[src/rtl/recv_pkg.sv]
// Shared widths and word type for the UART receive path and the datapath register-write mux.
package recv_pkg;
  localparam int BYTE_W         = 8;
  localparam int WORD_W         = 32;
  localparam int BYTES_PER_WORD = 4;

  typedef logic [WORD_W-1:0] word_t;
endpackage

[src/rtl/word_fifo.sv]
// Circular word FIFO with extra-MSB pointers, registered level and synchronous flush.
module word_fifo
  import recv_pkg::*;
#(
  parameter int  DEPTH  = 16,
  parameter type data_t = word_t,
  localparam int AW     = $clog2(DEPTH)
) (
  input  logic        clk,
  input  logic        rstn,
  input  logic        flush,
  input  logic        push,
  input  logic        pop,
  input  data_t       wdata,
  output data_t       rdata,
  output logic        empty,
  output logic        full,
  output logic [AW:0] level
);

  data_t       mem [DEPTH];
  logic [AW:0] wptr;
  logic [AW:0] rptr;
  logic        do_push;
  logic        do_pop;

  always_comb begin
    empty   = (wptr == rptr);
    full    = (wptr[AW-1:0] == rptr[AW-1:0]) && (wptr[AW] != rptr[AW]);
    do_pop  = pop & ~empty & ~flush;
    // A push into a full FIFO only lands when the same-cycle pop frees a slot.
    do_push = push & (~full | do_pop) & ~flush;
    rdata   = empty ? '0 : mem[rptr[AW-1:0]];
  end

  always_ff @(posedge clk or negedge rstn) begin
    if (!rstn) begin
      wptr  <= '0;
      rptr  <= '0;
      level <= '0;
    end else if (flush) begin
      wptr  <= '0;
      rptr  <= '0;
      level <= '0;
    end else begin
      if (do_push) wptr <= wptr + 1'b1;
      if (do_pop)  rptr <= rptr + 1'b1;
      level <= level + (AW+1)'(do_push) - (AW+1)'(do_pop);
    end
  end

  always_ff @(posedge clk) begin
    if (do_push) mem[wptr[AW-1:0]] <= wdata;
  end

endmodule

[src/rtl/recv_word_buffer.sv]
// Packs little-endian UART bytes into 32-bit words and queues them for readi/readf.
module recv_word_buffer
  import recv_pkg::*;
#(
  parameter int DEPTH = 16
) (
  input  logic                     clk,
  input  logic                     rstn,
  input  logic [BYTE_W-1:0]        rx_data,
  input  logic                     rx_valid,
  input  logic                     recv_pop,
  input  logic                     flush,
  output logic                     recv_valid,
  output word_t                    recv_data,
  output logic [$clog2(DEPTH):0]   level,
  output logic [1:0]               byte_phase,
  output logic                     overflow
);

  localparam int HOLD_W = (BYTES_PER_WORD - 1) * BYTE_W;

  logic [HOLD_W-1:0] hold;
  logic              word_done;
  logic              fifo_empty;
  logic              fifo_full;
  word_t             word;

  always_comb begin
    word_done  = rx_valid & ~flush & (byte_phase == 2'(BYTES_PER_WORD - 1));
    word       = {rx_data, hold};
    recv_valid = ~fifo_empty;
  end

  // Bytes shift in from the top so the oldest ends up in [7:0] when the word closes.
  always_ff @(posedge clk or negedge rstn) begin
    if (!rstn) begin
      hold       <= '0;
      byte_phase <= '0;
      overflow   <= 1'b0;
    end else if (flush) begin
      byte_phase <= '0;
      overflow   <= 1'b0;
    end else begin
      if (rx_valid) begin
        hold       <= {rx_data, hold[HOLD_W-1:BYTE_W]};
        byte_phase <= byte_phase + 2'd1;
      end
      if (word_done && fifo_full && !recv_pop) overflow <= 1'b1;
    end
  end

  word_fifo #(
    .DEPTH  (DEPTH),
    .data_t (word_t)
  ) u_fifo (
    .clk   (clk),
    .rstn  (rstn),
    .flush (flush),
    .push  (word_done),
    .pop   (recv_pop),
    .wdata (word),
    .rdata (recv_data),
    .empty (fifo_empty),
    .full  (fifo_full),
    .level (level)
  );

endmodule

[config.mk]
export PLATFORM = sky130hd
export DESIGN_NAME = recv_word_buffer
export DESIGN_NICKNAME = d
export VERILOG_FILES = /design/src/rtl/recv_pkg.sv /design/src/rtl/word_fifo.sv /design/src/rtl/recv_word_buffer.sv
export SDC_FILE = /design/constraint.sdc
export NUM_CORES = 1
export LEC_CHECK = 0
export ABC_CLOCK_PERIOD_IN_PS = 5100
export BUFFER_PORTS_ARGS = -buffer_cell sky130_fd_sc_hd__buf_2
export CORE_MARGIN = 2
export CORE_UTILIZATION = 42
export DETAILED_ROUTE_END_ITERATION = 10
export PLACE_DENSITY = 0.57
export SLEW_MARGIN = 20
export SYNTH_ARGS = -nofsm -noshare
export SYNTH_HDL_FRONTEND = slang
export SYNTH_SLANG_ARGS = --single-unit
export TNS_END_PERCENT = 1
[constraint.sdc]
create_clock -name clk -period 5.1 [get_ports clk]
set_input_delay 1.02 -clock clk [delete_from_list [all_inputs] [get_ports clk]]
set_output_delay 1.02 -clock clk [all_outputs]
set_load 0.01 [all_outputs]
# Word level (Yosys, flattened, before mapping)
# Memory sizes are Yosys's and may differ from the RTL's.
# Index checks and enable logic that the tools add are counted.
[classes]
add_sub_neg = 5
eq_ne = 4
muxes = 12
bitwise_logic = 10
n_reduce_logical = 9
[op_table]
columns = ["op", "n"]
rows = [
  ["$mux W32", 1],
  ["$mux W5", 5],
  ["$add A5 B1 Y5 const B", 2],
  ["$reduce_bool A2 Y1", 4],
  ["$and A1 B1 Y1", 6],
  ["$add A5 B1 Y5", 1],
  ["$eq A5 B5 Y1", 1],
  ["$sub A5 B1 Y5", 1],
  ["$eq A4 B4 Y1", 1],
  ["$mux W1", 4],
  ["$mux W2", 2],
  ["$logic_and A1 B1 Y1", 3],
  ["$not A1 Y1", 3],
  ["$add A2 B1 Y2 const B", 1],
  ["$eq A2 B2 Y1 const B", 1],
  ["$reduce_and A2 Y1", 1],
  ["$logic_not A1 Y1", 1],
  ["$ne A1 B1 Y1", 1],
  ["$or A1 B1 Y1", 1],
]
[word_totals]
register_bits = 42
ram_bits = 512
output_inout_bits = 41
n_memories = 1
[memory_table]
columns = ["memory", "words", "width", "read_ports", "rd_ports_with_merged_regs", "wr", "line_no", "rtl"]
rows = [
  ["u_fifo.mem", 16, 32, 1, 0, 1, "word_fifo.sv:21", "data_t mem [DEPTH];"],
]

# Logic depth before layout (Yosys ltp)
[logic_depth]
depth_word = 10
mapped_depth = 14
depth_no_buf = 13

# Modules after synthesis
# From an unflattened synthesis, not the netlist that was laid out.
[unflattened]
cells_unflattened = 978
hier_area_um2 = 21483.1
[by_module_without_submodules]
columns = ["mod", "instances", "cells_per_inst", "area_per_inst_um2", "seq_area_each_um2"]
rows = [
  ["word_fifo", 1, 913, 20334.5, 15750.1],
  ["recv_word_buffer", 1, 65, 1148.6, 675.6],
]

# Least setup slack after synthesis
# No wires, ideal clock.
[synth_path]
path_kind = "input to register"
from = "in flush"
to = "reg u_fifo.level[4]"
setup_ns = 0.135
t_arrival_ns = 2.989
path_slack_ns = 1.976
stages = 12
path_buffers = 2
cell_sequence = "clkbuf_1 > clkbuf_1 > nor3_1 > ha_1 > inv_1 > ha_1 > inv_1 > fa_1 > nor2b_1 > o21ai_0 > a21oi_1 > nor3b_1"
[synth_via]
elab_chain_cells = 8
[synth_lines]
columns = ["item", "line_no", "rtl"]
rows = [
  ["start, declared", "recv_word_buffer.sv:12", "input logic flush,"],
  ["$not A1 Y1 (no line)", "n/a", ""],
  ["$and A1 B1 Y1, on equally long branches", "recv_word_buffer.sv:29, word_fifo.sv:30", ""],
  ["$and A1 B1 Y1 or $or A1 B1 Y1 (tied branches)", "recv_word_buffer.sv:29, word_fifo.sv:32", ""],
  ["$and A1 B1 Y1 (2 in a row)", "word_fifo.sv:32", "do_push = push & (~full | do_pop) & ~flush;"],
  ["$add A5 B1 Y5", "word_fifo.sv:48", "level <= level + (AW+1)'(do_push) - (AW+1)'(do_pop);"],
  ["$sub A5 B1 Y5", "word_fifo.sv:48", ""],
  ["$mux W5 (*)", "word_fifo.sv:41", "end else if (flush) begin"],
  ["end signal, assigned", "word_fifo.sv:48", ""],
  ["end, declared", "word_fifo.sv:18", "output logic [AW:0] level"],
]
# Mark *: on every way between the ends. The rest lies on a longest branch, timed or not.
# A chain may end at the register's enable or synchronous reset.

# Final worst setup path
[layout_path]
from = "reg u_fifo.rptr[0]"
to = "out recv_data[22]"
[layout_via]
elab_chain_cells = 2
[layout_lines]
columns = ["item", "line_no", "rtl"]
rows = [
  ["start, declared", "word_fifo.sv:23", "logic [AW:0] rptr;"],
  ["start signal, assigned", "word_fifo.sv:47", "if (do_pop) rptr <= rptr + 1'b1;"],
  ["$mem_v2 Z16 W32 or $eq A5 B5 Y1 (tied branches)", "n/a", ""],
  ["$mux W32 (*)", "word_fifo.sv:33", "rdata = empty ? '0 : mem[rptr[AW-1:0]];"],
  ["end, declared", "recv_word_buffer.sv:14", "output word_t recv_data,"],
]
# Marked as above.

==> results.cfg <==
[status]
status = finished, final reports clean

[timing]
min_period_over_period_pct = 82.4
finalCriticalPeriod_ps = 4200
worstMarginPinSlew_ps = 1110
finalHoldViolations = 0
rsz0062_at_grt = no
setup_viol = 0
relSlewSlack_pct = 25.9
skew_ps = 21.4
setup_tns_ps = 0
report.final.slew_viol_count = 0
fmax_ghz = 0.238

[clock_tree]
cts_buffers = 56
clock-sinks = 554
clk_latency_ps = 620
clock_path_buffers = 3
cts_tree = done
clk_pin_slew_ps = 60
hold_buffers = 0
cts_max_level = 2
postCtsResizedCells = 0
cts_setup_buffers = 0
root_buffer = clkbuf_16

[yosys]
netlist_area_sq_um = 21500
synth_area_leader_cell = edfxtp_1
yosysWarnings = 0
ys_seq_elements = 554
synth.net_count = 1016
ys_seq_area_share_pct = 76.4
ys.flop_type = edfxtp_1
synth.avg_cell_area_sq_um = 21.7
synth_most_common_cell = edfxtp_1
synth-async-reset-ratio_pct = 7.58
synth_edf_count = 512
synthTopCellsByArea = edfxtp_1 (72%), mux4_2 (13%), dfrtp_1 (4.9%)
synth.top_cell.area_share_pct = 71.5
synthCells = 991
synth_top_cells_by_count = edfxtp_1 (512), mux4_2 (122), a22oi_1 (64)
ys_types = 45

[routing]
remaining_drc_errors = 0
drt-total-wl_um = 47900
vias_per_cell = 5.67
drt_iter0_drc = 1017
dr_total_vias = 10100
routedWlPerCell_um = 26.8
ant_nets = 0
first_pass_iters = 4

[floorplanning]
core-area_sq_um = 50400
io_pins = 54
die_w_um = 230
dieArea_sq_um = 53000
row_count = 82
die_h_um = 230
start_util_pct = 42.7

[critical_path]
crit_path_end = recv_data[22]
critical-path-top-delay-family = simple AND/OR/NAND/NOR gates
critPathArrivalTime_ps = 3180
crit_chain = xnor2_1 -> nand4_1 -> nor2_4 -> buf_4 -> a21oi_1 -> buf_2
worstSetupPathType = register to output pin
crit_path_end_kind = output pin
slowest_stage = dfrtp_4
cp_max_fo = 23
critPathBufInv = 2
r2r_setup_slack_ps = 1770
start_kind = register
worstSetupStartpoint = u_fifo.rptr[0]$_DFFE_PN0P_
r2r-end = u_fifo.level[4]$_DFF_PN0_
critPathRequiredTime_ps = 4080
reg2regPathDepth = 13
critPathMaxStageDelay_ps = 650
worst_r2r_startpoint = u_fifo.rptr[0]$_DFFE_PN0P_
cp.depth = 6

[global_route]
grt_use_total_pct = 18.3
grt_pass1_vias = 10500
grt_max_degree = 132
overflow = 0
grt_antenna_before_repair = 1
grt_pass1_wl_um = 71100

[final_layout]
layout.nets = 1090
finish.utilization_pct = 48.4
seqCellArea_sq_um = 16400
antennaDiodeCount = 0
layout-drive-gt1-share_pct = 30.2
instances_no_fill = 1783
fill_cells = 4120
syn_to_final_growth_pct = 13.3
multiInputGateArea_sq_um = 4720

[place]
hpwl_um = 25900
gp_congestion = 0.717
dpl.cell_count = 1679
numPortBuffers = 53

[power_and_ir_drop]
power.leakage_uw = 0.00779
peakVddDrop_mv = 0.252
pwr_density_cell_nw_per_um2 = 401

[hold_path]
hp-class = input port to async pin

[job]
cap_viol_max_count = 0
-- logic make-up after synthesis --
family,share of synthesized area (%)
DFF,76.4
muxes,15.2
AOI/OAI and AO/OA,3.58
buffers and inverters,1.94
and+or+nand+nor,1.82
adders and majority gates,0.733
xor gates and xnor gates,0.361
-- stage by stage --
step	instance area [sq um]	power (uW)	hold slack (ps)	setup WS (ps)
after CTS	24400	9870	483	818
after detailed placement	22500	5790	500	1240
after floorplan	21500	5580	534	1980
after global placement	22500	5770	526	1300
after global routing	24400	10100	502	747
final	24400	9780	478	898
-- area by class of cell --
type / count / area share [%]
inverters: 14 / 0.216
multi-input cells: 364 / 19.4
flip-flops and latches: 554 / 67.5
well taps: 672 / 3.45
clock inverters: 18 / 0.909
repair buffers: 75 / 1.92
clock buffers: 86 / 6.67
-- registers in the layout (all words and copies together), names as in the netlist --
name and count:
u_fifo.mem 512, hold 24, u_fifo.level 5, u_fifo.rptr 5, u_fifo.wptr 5, byte_phase 2, overflow 1
-- worst register-to-register path, delay by kind of cell (launching register included) --
family	cells	cell delay [ps]
and+or+nand+nor	5	1070
buffers and inverters	2	110
adders and majority gates	3	840
xor gates and xnor gates	1	240
AOI/OAI and AO/OA	2	290
DFF	1	650
-- metal layers --
metal  global-route usage (%)  up-vias  wire length, um
li1                         -     4294                -
met1                     26.9     5426            21500
met2                     28.9      332            22900
met3                     2.62       65             2630
met4                     4.78        0              823
met5                        0        -                0
-- power by group --
part	switching, uW	internal [uW]
clock	1700	2400
sequential	257	5210
combinational	111	101
total	2060	7710
-- cell usage in the layout, fill, tap and decap left out, types with 5 or more instances in the layout --
cell,Yosys,final
a21oi_1,36,36
a22oi_1,64,64
and3_2,0,13
buf_2,22,53
buf_4,1,19
clkbuf_1,24,19
clkbuf_16,0,56
clkbuf_8,0,11
clkinv_2,0,8
dfrtp_1,42,40
edfxtp_1,512,512
ha_1,11,11
inv_1,13,13
mux2_1,5,5
mux2_2,24,24
mux4_1,6,6
mux4_2,122,122
nand3_1,7,7
nor2_1,15,13
nor2b_1,13,10
xnor2_1,5,5
-- worst min-delay path by stage --
| stage | start | slack, ps | depth (start not counted) | endpoint |
|---|---|---|---|---|
| 2_1_floorplan | overflow$_DFFE_PN0P_ | 530 | 2 | overflow$_DFFE_PN0P_ |
| 6_report | rstn | 480 | 2 | u_fifo.level[4]$_DFF_PN0_ |
| 3_5_place_dp | overflow$_DFFE_PN0P_ | 500 | 2 | overflow$_DFFE_PN0P_ |
| 5_1_grt | rstn | 500 | 2 | u_fifo.level[4]$_DFF_PN0_ |
| 4_1_cts | rstn | 480 | 2 | u_fifo.level[2]$_DFF_PN0_ |
| 3_3_place_gp | overflow$_DFFE_PN0P_ | 530 | 2 | overflow$_DFFE_PN0P_ |
(Power assumes the default switching activity.)
